[config.mk]
export PLATFORM = sky130hd
export DESIGN_NAME = mdu_writeback
export DESIGN_NICKNAME = d
export VERILOG_FILES = /design/src/rtl/mdu_writeback.sv
export SDC_FILE = /design/constraint.sdc
export NUM_CORES = 1
export LEC_CHECK = 0
export CORE_AREA = 2 2 200 202
export CTS_CLUSTER_DIAMETER = 30
export DETAILED_ROUTE_END_ITERATION = 8
export DIE_AREA = 0 0 202 204
export PLACE_DENSITY_LB_ADDON = 0.12
export SYNTH_ARGS = -nofsm -noshare
export SYNTH_HDL_FRONTEND = slang
export SYNTH_SLANG_ARGS = --single-unit
[constraint.sdc]
create_clock -name clk -period 8.8 [get_ports clk]
set_clock_uncertainty 0.05 [all_clocks]
set_input_delay 1.32 -clock clk [delete_from_list [all_inputs] [get_ports clk]]
set_output_delay 1.32 -clock clk [all_outputs]
set_load 0.02 [all_outputs]
[src/rtl/mdu_writeback.sv]
// mdu_writeback: iterative RV32M multiply/divide unit feeding the register file write port.
//
// A request is taken only while idle. The unit then runs WIDTH shift-add (multiply) or
// restoring-division (divide) steps on operand magnitudes, applies sign correction and the
// divide-by-zero / overflow cases in one fix-up cycle, and finally presents a single-cycle
// write request. The latency is the same for every operation, including the special cases.
//
// Ports:
//   clk     in   system clock, rising edge
//   rst     in   asynchronous active-high reset
//   start   in   request, sampled only while idle
//   funct3  in   000 MUL, 001 MULH, 010 MULHSU, 011 MULHU, 100 DIV, 101 DIVU, 110 REM, 111 REMU
//   op_a    in   rs1 value (multiplicand / dividend)
//   op_b    in   rs2 value (multiplier / divisor)
//   rd_in   in   destination register index
//   busy    out  high whenever the unit is not idle
//   done    out  one-cycle result-valid pulse
//   WE      out  register file write enable, suppressed for x0
//   AD3     out  destination index of the last result
//   WD3     out  last result, held until the next operation's fix-up cycle
module mdu_writeback #(
  parameter int unsigned WIDTH = 32
) (
  input  logic             clk,
  input  logic             rst,
  input  logic             start,
  input  logic [2:0]       funct3,
  input  logic [WIDTH-1:0] op_a,
  input  logic [WIDTH-1:0] op_b,
  input  logic [4:0]       rd_in,
  output logic             busy,
  output logic             done,
  output logic             WE,
  output logic [4:0]       AD3,
  output logic [WIDTH-1:0] WD3
);

  localparam int unsigned     CntW    = (WIDTH > 1) ? $clog2(WIDTH) : 1;
  localparam logic [CntW-1:0] CntLast = CntW'(WIDTH - 1);
  localparam logic [WIDTH-1:0] MinVal = {1'b1, {(WIDTH - 1){1'b0}}};

  localparam logic [1:0] StIdle = 2'd0;
  localparam logic [1:0] StCalc = 2'd1;
  localparam logic [1:0] StFix  = 2'd2;
  localparam logic [1:0] StDone = 2'd3;

  logic [1:0]         state_q, state_d;
  logic [CntW-1:0]    cnt_q, cnt_d;
  logic [2:0]         f3_q;
  logic [4:0]         rd_q;
  logic [WIDTH-1:0]   a_q;
  logic [WIDTH-1:0]   mag_a_q;
  logic [WIDTH-1:0]   mag_b_q;
  logic               neg_a_q;
  logic               neg_b_q;
  logic               div0_q;
  logic               ovf_q;
  // Shared accumulator: multiply keeps {partial product, multiplier}, divide keeps
  // {partial remainder, dividend/quotient}.
  logic [2*WIDTH-1:0] acc_q, acc_d;
  logic [4:0]         ad3_q;
  logic [WIDTH-1:0]   wd3_q;

  // ---------------------------------------------------------------------------------------------
  // Request decode
  // ---------------------------------------------------------------------------------------------
  logic             sgn_a_in, sgn_b_in;
  logic             neg_a_in, neg_b_in;
  logic [WIDTH-1:0] mag_a_in, mag_b_in;
  logic             div0_in, ovf_in;

  always_comb begin
    sgn_a_in = 1'b0;
    sgn_b_in = 1'b0;
    case (funct3)
      3'b001, 3'b100, 3'b110: begin
        sgn_a_in = 1'b1;
        sgn_b_in = 1'b1;
      end
      3'b010:  sgn_a_in = 1'b1;
      default: ;
    endcase
  end

  assign neg_a_in = sgn_a_in & op_a[WIDTH-1];
  assign neg_b_in = sgn_b_in & op_b[WIDTH-1];
  assign mag_a_in = neg_a_in ? -op_a : op_a;
  assign mag_b_in = neg_b_in ? -op_b : op_b;
  assign div0_in  = (op_b == '0);
  // Only meaningful for the signed divide ops; the result mux ignores it elsewhere.
  assign ovf_in   = (op_a == MinVal) && (op_b == '1);

  // ---------------------------------------------------------------------------------------------
  // Iteration step
  // ---------------------------------------------------------------------------------------------
  logic [WIDTH:0]     mul_sum;
  logic [2*WIDTH-1:0] mul_step;
  logic [WIDTH:0]     div_shift;
  logic [WIDTH:0]     div_diff;
  logic [2*WIDTH-1:0] div_step;

  // Right-shifting shift-add: the multiplier LSB decides whether to add the multiplicand
  // into the upper half, then the whole accumulator shifts right by one.
  assign mul_sum  = {1'b0, acc_q[2*WIDTH-1:WIDTH]} +
                    {1'b0, (acc_q[0] ? mag_a_q : {WIDTH{1'b0}})};
  assign mul_step = {mul_sum, acc_q[WIDTH-1:1]};

  // Restoring division: bring in the next dividend bit, trial-subtract the divisor and keep
  // the difference only when it did not go negative.
  assign div_shift = {acc_q[2*WIDTH-1:WIDTH], acc_q[WIDTH-1]};
  assign div_diff  = div_shift - {1'b0, mag_b_q};
  assign div_step  = div_diff[WIDTH] ? {div_shift[WIDTH-1:0], acc_q[WIDTH-2:0], 1'b0}
                                     : {div_diff[WIDTH-1:0],  acc_q[WIDTH-2:0], 1'b1};

  // ---------------------------------------------------------------------------------------------
  // Sign correction and special cases
  // ---------------------------------------------------------------------------------------------
  logic [2*WIDTH-1:0] prod_s;
  logic [WIDTH-1:0]   quo_s, rem_s;
  logic [WIDTH-1:0]   result;

  assign prod_s = (neg_a_q ^ neg_b_q) ? -acc_q : acc_q;
  assign quo_s  = (neg_a_q ^ neg_b_q) ? -acc_q[WIDTH-1:0] : acc_q[WIDTH-1:0];
  // Remainder follows the dividend sign.
  assign rem_s  = neg_a_q ? -acc_q[2*WIDTH-1:WIDTH] : acc_q[2*WIDTH-1:WIDTH];

  always_comb begin
    result = '0;
    case (f3_q)
      3'b000:                 result = prod_s[WIDTH-1:0];
      3'b001, 3'b010, 3'b011: result = prod_s[2*WIDTH-1:WIDTH];
      3'b100:                 result = div0_q ? '1 : (ovf_q ? MinVal : quo_s);
      3'b101:                 result = div0_q ? '1 : quo_s;
      3'b110:                 result = div0_q ? a_q : (ovf_q ? '0 : rem_s);
      default:                result = div0_q ? a_q : rem_s;
    endcase
  end

  // ---------------------------------------------------------------------------------------------
  // Sequencing
  // ---------------------------------------------------------------------------------------------
  always_comb begin
    state_d = state_q;
    cnt_d   = cnt_q;
    acc_d   = acc_q;
    case (state_q)
      StIdle: begin
        if (start) begin
          state_d = StCalc;
          cnt_d   = '0;
          acc_d   = {{WIDTH{1'b0}}, (funct3[2] ? mag_a_in : mag_b_in)};
        end
      end
      StCalc: begin
        cnt_d = cnt_q + CntW'(1);
        acc_d = f3_q[2] ? div_step : mul_step;
        if (cnt_q == CntLast) begin
          state_d = StFix;
        end
      end
      StFix:   state_d = StDone;
      default: state_d = StIdle;
    endcase
  end

  always_ff @(posedge clk or posedge rst) begin
    if (rst) begin
      state_q <= StIdle;
      cnt_q   <= '0;
      acc_q   <= '0;
      f3_q    <= '0;
      rd_q    <= '0;
      a_q     <= '0;
      mag_a_q <= '0;
      mag_b_q <= '0;
      neg_a_q <= 1'b0;
      neg_b_q <= 1'b0;
      div0_q  <= 1'b0;
      ovf_q   <= 1'b0;
      ad3_q   <= '0;
      wd3_q   <= '0;
    end else begin
      state_q <= state_d;
      cnt_q   <= cnt_d;
      acc_q   <= acc_d;
      if ((state_q == StIdle) && start) begin
        f3_q    <= funct3;
        rd_q    <= rd_in;
        a_q     <= op_a;
        mag_a_q <= mag_a_in;
        mag_b_q <= mag_b_in;
        neg_a_q <= neg_a_in;
        neg_b_q <= neg_b_in;
        div0_q  <= div0_in;
        ovf_q   <= ovf_in;
      end
      if (state_q == StFix) begin
        wd3_q <= result;
        ad3_q <= rd_q;
      end
    end
  end

  assign busy = (state_q != StIdle);
  assign done = (state_q == StDone);
  // The register file does not protect x0, so never write it.
  assign WE   = done & (rd_q != 5'd0);
  assign AD3  = ad3_q;
  assign WD3  = wd3_q;

endmodule

# After elaboration in Yosys (flattened, before gate mapping)
# Index checks and enable logic that the tools add are counted.
op_classes:
  n_addsub: 8
  n_mul: 0
  div: 0
  order_cmp: 0
  n_eq_ne: 18
  n_shift: 0
  mux: 25
  bitwise_logic: 4
  n_reduce_logical: 13
ops:
  columns: ["op", "count"]
  rows:
  - ["32-bit 2-to-1 mux", 12]
  - ["64-bit 2-to-1 mux", 4]
  - ["32-bit one-hot mux with 5 select lines", 1]
  - ["32-bit negation", 4]
  - ["64-bit one-hot mux with 2 select lines", 1]
  - ["32-bit == test (second input constant)", 2]
  - ["64-bit negation", 1]
  - ["32-bit by 32-bit adder with 33-bit output", 1]
  - ["33-bit by 32-bit subtractor with 33-bit output", 1]
  - ["32-bit zero test", 1]
  - ["3-bit == test (second input constant)", 5]
  - ["5-bit one-hot mux with 2 select lines", 1]
  - ["3-bit by 2-bit == test with 1-bit output (second input constant)", 3]
  - ["3-bit by 1-bit == test with 1-bit output (second input constant)", 2]
  - ["2-bit one-hot mux with 3 select lines", 1]
  - ["3-bit OR reduction", 2]
  - ["5-bit by 1-bit adder with 5-bit output (second input constant)", 1]
  - ["5-bit == test (second input constant)", 1]
  - ["5-bit 2-to-1 mux", 1]
  - ["5-bit nonzero test", 1]
  - ["2-bit == test (second input constant)", 2]
  - ["2-bit 2-to-1 mux", 2]
  - ["2-bit != test (second input constant)", 2]
  - ["2-bit AND reduction", 2]
  - ["9 further kinds", 14]
word_totals:
  ff_bits: 216
  latch_bits: 0
  mem_bits_rw: 0
  romBits: 0
  out_inout_bits: 40
  elab_cells: 82
  n_memories: 0

# Longest topological paths before layout
# Gate-level depths: netlist (run 1).
depth:
  word_depth: 8
  depth_mapped: 15

# Worst setup path after synthesis (run 1)
# OpenSTA, ideal clock, no wires.
synth_timing:
  kind: "input -> register"
  from: "input op_a[17]"
  to: "register acc_q[27]"
  setup_ns: 0.118
  arrival_ns: 3.572
  required_ns: 8.632
  slack_ns: 5.060
  cell_stages: 9
  cell_sequence: "or4_4 > or4b_4 > or4_4 > nor4_4 > a21oi_1 > xor2_1 > nand3_1 > o22ai_1 > a21o_1"
synth_between:
  elab_chain_cells: 5
synth_lines:
  columns: ["item", "line_no", "rtl"]
  rows:
  - ["start, declared", "28", "input logic [WIDTH-1:0] op_a,"]
  - ["32-bit negation", "87", "assign mag_a_in = neg_a_in ? -op_a : op_a;"]
  - ["32-bit 2-to-1 mux", "87", null]
  - ["32-bit 2-to-1 mux", "151", "acc_d = {{WIDTH{1'b0}}, (funct3[2] ? mag_a_in : mag_b_in)};"]
  - ["64-bit 2-to-1 mux", "148", "if (start) begin"]
  - ["64-bit one-hot mux with 2 select lines", "146", "case (state_q)"]
  - ["end signal, assigned", "170", "acc_q <= '0;"]
  - ["end signal, assigned", "185", "acc_q <= acc_d;"]
  - ["end, declared", "60", "logic [2*WIDTH-1:0] acc_q, acc_d;"]
# No other way between the ends. The select of a mux whose other input is x is not followed.
# A chain may end at the register's enable or synchronous reset.

# Final worst setup path (run 1)
layout_timing:
  from: "register acc_q[31]"
  to: "register acc_q[63]"
layout_between:
  elab_chain_cells: 4
layout_lines:
  columns: ["item", "line_no", "rtl"]
  rows:
  - ["33-bit by 32-bit subtractor with 33-bit output", "111", "assign div_diff = div_shift - {1'b0, mag_b_q};"]
  - ["64-bit 2-to-1 mux", "112", "assign div_step = div_diff[WIDTH] ? {div_shift[WIDTH-1:0], acc_q[WIDTH-2:0], 1'b0}"]
  - ["64-bit 2-to-1 mux", "156", "acc_d = f3_q[2] ? div_step : mul_step;"]
  - ["64-bit one-hot mux with 2 select lines", "146", null]
# No other way between the ends.

==> results.cfg, run 1 <==
[worst_setup_path]
slowest_stage = a2111oi_0
worstPathArrival_ns = 4.91
crit_chain = inv_1 -> ha_1 -> fa_1 -> nor2b_1 -> o31a_1 -> o211a_1 -> a41o_1 -> a21o_1 -> o41a_1 -> nand2_1 -> a2111oi_0 -> a211oi_2
critPathMaxFanout = 11
critPathCaptureType = register
reg2reg_from = acc_q[31]
cp.required_ns = 9.23
crit_buf_inv = 1
critPathTopFamily = compound AO/OA/AOI/OAI gates
worstSetupStartpointType = register
max_stage_delay_ns = 0.62
startpoint = acc_q[31]
critPathKind = register to register

[route]
wl_met1_microns = 29030
wl_microns = 66290
dr.pass1.iters = 5
num_vias = 16654
wl_met2_microns = 28810
drt_iter0_drc = 1411
drcViolationCount = 0
routedWlPerCell_microns = 24.36
antenna_left = 0
vias_per_cell = 6.121
wl_met3_microns = 4943
highest_layer = met4

[final_layout]
fillers = 3699
nets = 2296
instances_no_fill = 2721
final_cell_mix = dfrtp_1 (214), a21oi_1 (187), nand2_1 (182)
syn_to_final_growth_pct = 21.31
final_common_cell = dfrtp_1
drive_gt1_share_pct = 11.07

[pwr]
max-vdd-ir-drop_v = 0.0002888
powerDensity_nw_per_um2 = 450.1
p_leak_uw = 0.008897

[synth]
syn-mean-instance-area_sq_um = 8.304
yosys_warnings = 0
synth_area_leaders = dfrtp_1 (31%), ha_1 (5.5%), a21oi_1 (5.4%), xnor2_1 (5.3%), o21ai_0 (4.8%)
synthCells = 2086
synth_cell_types = 92
ys_seq_area_share_pct = 31.06
synth-seq-cells = 215
synth_top_area_share_pct = 31.06
ys.flop_type = dfrtp_1
syn_nets = 2239
synth_top_area_cell = dfrtp_1
syn_area_sq_um = 17320
synth_edf_count = 0
async_reset_ff_share_pct = 100.0

[hold_path]
min_path_type = register to register
hold_start = mag_a_q[22]

[floorplan]
dieArea_sq_um = 41210
die_w_microns = 202
io_pins = 115
dieHeight_microns = 204
fp-row-count = 73
core_area_sq_um = 39180
start_util_pct = 44.21

[clocking]
cts.sinks = 215
cts_setup_buffers = 0
numCtsBuffers = 60
clk_latency_ns = 0.62
cts_tree = built
cts_resized = 0
ctsHoldBuffers = 0
clkTransAtPathRegs_ns = 0.05
h-tree-depth = 2
cts_root_buf = clkbuf_16
cts_buffer_depth = 3

[sta]
hold_slack_ns = 0.4309
slew_violations = 0
setup_viol = 0
fin_tns_setup_ns = 0
tightest_slew_ns = 1.165
slew_headroom_pct = 22.15
hold_viol = 0
rsz0062_at_grt = false
min_period_ns = 4.483
post-route-period-util_pct = 50.95
timing.fmax_ghz = 0.2231
timing.final.ws_setup_ns = 4.317

[run]
maxCapViolCount = 0

[place]
pre_cts_ws_ns = 4.114
dp_cells = 2606
gp_congestion = 0.9705
place_hpwl_microns = 49260
portBuffers = 114

[global_route]
antenna_found_initial = 0
grt_start_max_net_pins = 100
grt_overflow = 0
grt_usage_pct = 31.92
grt_first_pass_wirelength_microns = 100300
grt_pass1_vias = 16273

[run_status]
outcome = finished clean
## final cells by class
| class | instances | area (sq um) | area share (%) |
|---|---|---|---|
| Clock buffer | 76 | 1663 | 7.913 |
| Clock inverter | 38 | 564.3 | 2.685 |
| Inverter | 74 | 285.3 | 1.358 |
| Multi-Input combinational cell | 1652 | 11130 | 52.96 |
| Antenna cell | 1 | 2.502 | 0.01191 |
| Sequential cell | 215 | 5381 | 25.61 |
| Tap cell | 525 | 656.9 | 3.126 |
| Timing Repair Buffer | 140 | 1331 | 6.336 |
## report_power, final
group | switching, uW | internal, uW
sequential | 592 | 1460
clock | 714 | 1680
combinational | 3030 | 1990
## worst min-delay path, stage by stage (launching register included)
cell     delay [ns]
dfrtp_1        0.34
nand2_1        0.04
o21ai_0        0.06
## cells by family after synthesis
kind of cell	share of synthesized area [%]
flip-flops	31.06
multiplexers	6.494
XOR/XNOR	10.15
buffers and inverters	4.948
adder cells (fa/ha/maj)	5.721
AND/OR/NAND/NOR	17.39
AO/OA/AOI/OAI	24.24
## per-layer routing
| metal | global-route usage (%) | vias up |
|---|---|---|
| li1 | - | 7667 |
| met2 | 48.82 | 762 |
| met1 | 43.12 | 8069 |
| met4 | 16.44 | 0 |
| met5 | 0 | - |
| met3 | 5.931 | 156 |
## registers in the layout, summed over array words and instances, names as in the netlist, 2 cells and up
| name | cells |
|---|---|
| mag_a_q | 31 |
| a_q | 32 |
| acc_q | 64 |
| rd_q | 5 |
| mag_b_q | 32 |
| cnt_q | 5 |
| state_q | 2 |
| WD3 | 32 |
| f3_q | 3 |
| AD3 | 5 |
## stage by stage
step                power [uW]  util [%]  area [sq um]
detailed placement        6971     47.94         18780
global route             10060     53.62         21010
floorplan                 5425         -         17320
finish                    9458     53.63         21010
CTS                       9409     53.62         21010
global placement          6914     47.94         18780
## synthesized netlist by cell type (all sizes together), types with 29 or more instances
master	count
a211oi	29
and2	39
inv	74
mux2i	46
o21ai	186
nand2	183
ha	76
a21oi	191
nor2	174
nor3	46
xor2	92
dfrtp	215
a21o	33
mux2	59
xnor2	107
clkbuf	119
o31ai	29
## final timing paths
| kind | end | cells past startpoint | slack (ns) |
|---|---|---|---|
| worst max-delay path | acc_q[63] | 12 | 4.32 |
| worst min-delay path | mag_a_q[22] | 2 | 0.43 |
| worst max register to register | acc_q[63] | 12 | 4.32 |
| worst min register to register | mag_a_q[22] | 2 | 0.43 |
| max in group asynchronous | mag_a_q[2] | 3 | 6.07 |
| min in group asynchronous | mag_b_q[16] | 2 | 1.21 |
(Power assumes the default switching activity.)
==> inputs of run 2 (changes only) <==
Clock period 8.8 ns to 4 ns, I/O delays scaled along.
==> results.cfg, run 2 (synthesis results as in run 1) <==
[run_status]
outcome = finished clean

[sta]
tightest_slew_ns = 1.076
setup_viol = 0
slew_headroom_pct = 28.28
timing.fmax_ghz = 0.2669
post-route-period-util_pct = 93.67
hold_viol = 0
rsz0062_at_grt = false
min_period_ns = 3.747
fin_tns_setup_ns = 0
slew_violations = 0

[clocking]
cts_setup_buffers = 0
clkTransAtPathRegs_ns = 0.05
cts.sinks = 215
cts_tree = built
numCtsBuffers = 61
cts_resized = 0
ctsHoldBuffers = 0
h-tree-depth = 2
cts_buffer_depth = 3
cts_root_buf = clkbuf_16
clk_latency_ns = 0.62

[pwr]
p_leak_uw = 0.009317
powerDensity_nw_per_um2 = 984.3
max-vdd-ir-drop_v = 0.0007106
finalPower_uw = 21300

[place]
dp_cells = 2676
portBuffers = 114
gp_congestion = 0.9890
place_hpwl_microns = 50040

[worst_setup_path]
critPathTopFamily = compound AO/OA/AOI/OAI gates
slowest_stage = a2111oi_0
worstPathArrival_ns = 4.23
timing.rr.end = acc_q[60]
cp.required_ns = 4.48
worst_path_most_repeated_cell = a2111oi_0
r2r_slack_ns = 0.25
reg2reg_from = acc_q[31]
critPathCaptureType = register
max_stage_delay_ns = 0.59
crit_buf_inv = 2
crit_chain = inv_1 -> ha_1 -> fa_1 -> nor2b_1 -> o31a_1 -> o211a_1 -> a41o_1 -> a21o_1 -> buf_4 -> a2111oi_0 -> a2111oi_0 -> mux2i_1 -> o21bai_1
reg2reg_depth = 13
worstSetupStartpointType = register
critPathKind = register to register
critPathMaxFanout = 6

[floorplan]
start_util_pct = 44.21
io_pins = 115
die_w_microns = 202
core_area_sq_um = 39180
fp-row-count = 73
dieArea_sq_um = 41210
dieHeight_microns = 204

[global_route]
grt_start_max_net_pins = 97
antenna_found_initial = 0
grtUsageMet2_pct = 48.27
grt_usage_pct = 31.74
gr-usage-met3_pct = 5.548
grt_first_pass_wirelength_microns = 99940
grt_util_met1_pct = 42.83
grt_overflow = 0
grt_pass1_vias = 16566
grt.busiest_layer = met2

[route]
wl_microns = 65960
drcViolationCount = 0
drt_iter0_drc = 1761
num_vias = 17118
dr.pass1.iters = 5
vias_per_cell = 6.142
routedWlPerCell_microns = 23.67
antenna_left = 0

[hold_path]
min_path_type = input pin to async pin

[final_layout]
largest_register_ffs = 64
post-route-util_pct = 55.22
final_common_cell = dfrtp_1
syn_to_final_growth_pct = 24.91
instances_no_fill = 2787
largest_register = acc_q
final_cell_mix = dfrtp_1 (214), a21oi_1 (187), nand2_1 (182)
drive_gt1_share_pct = 13.75
antenna_cells = 0
fillers = 3604
nets = 2367

[run]
maxCapViolCount = 0
run 2: changes by cell type in the layout (fill, tap and decap cells not counted), sizes merged, moves of 2 or more:
| cell | delta |
|---|---|
| clkinvlp | -8 |
| inv | -2 |
| buf | +70 |
| bufinv | +2 |
| clkbuf | +4 |
run 2: metrics by stage:
stage	setup WS [ns]	cell area, sq um	hold WS, ns
5_1_grt	0.05101	21640	0.2601
4_1_cts	0.2903	21640	0.2321
3_3_place_gp	0.2455	19340	0.4123
2_1_floorplan	0.5519	17330	0.3924
3_5_place_dp	0.2065	19340	0.4184
6_report	0.2534	21640	0.2534
run 2: where the power goes:
part | internal (uW) | switching (uW) | leakage [uW] | total (uW)
combinational | 4670 | 6960 | 0.00557 | 11600
clock | 3890 | 1520 | 0.00112 | 5420
sequential | 3210 | 1030 | 0.00262 | 4250
total | 11800 | 9520 | 0.00932 | 21300
run 2: how the worst max path moves through the flow:
stage                         start        end  cells after the start
after detailed placement    op_b[7]  acc_q[29]                     10
after floorplan                 rst     AD3[0]                      1
after CTS                 acc_q[31]  acc_q[60]                     13
after global placement      op_a[9]  acc_q[23]                     11
final                     acc_q[31]  acc_q[60]                     13
after global routing       acc_q[0]  acc_q[63]                     15
run 2: per-layer routing:
metal | vias to the layer above | part of all wire [%]
met4 | 0 | 5.8
met1 | 8298 | 43
met3 | 193 | 8.1
met5 | - | 0
met2 | 830 | 43
li1 | 7797 | -
run 2: cell type report:
type                       instances  area [sq um]  area share, %
multi-input combinational       1652         11130          51.43
sequential                       215          5381          24.87
timing repair buffer             210          1894          8.755
clock buffer                      80          1728          7.986
tap                              525         656.9          3.036
clock inverter                    31         566.8          2.620
inverter                          74         281.5          1.301
==> inputs of run 3 (changes only) <==
Settings changed: SLEW_MARGIN set to 10.
==> results of run 3 <==
The final DEF is identical to that of run 2; final timing and power are the same.
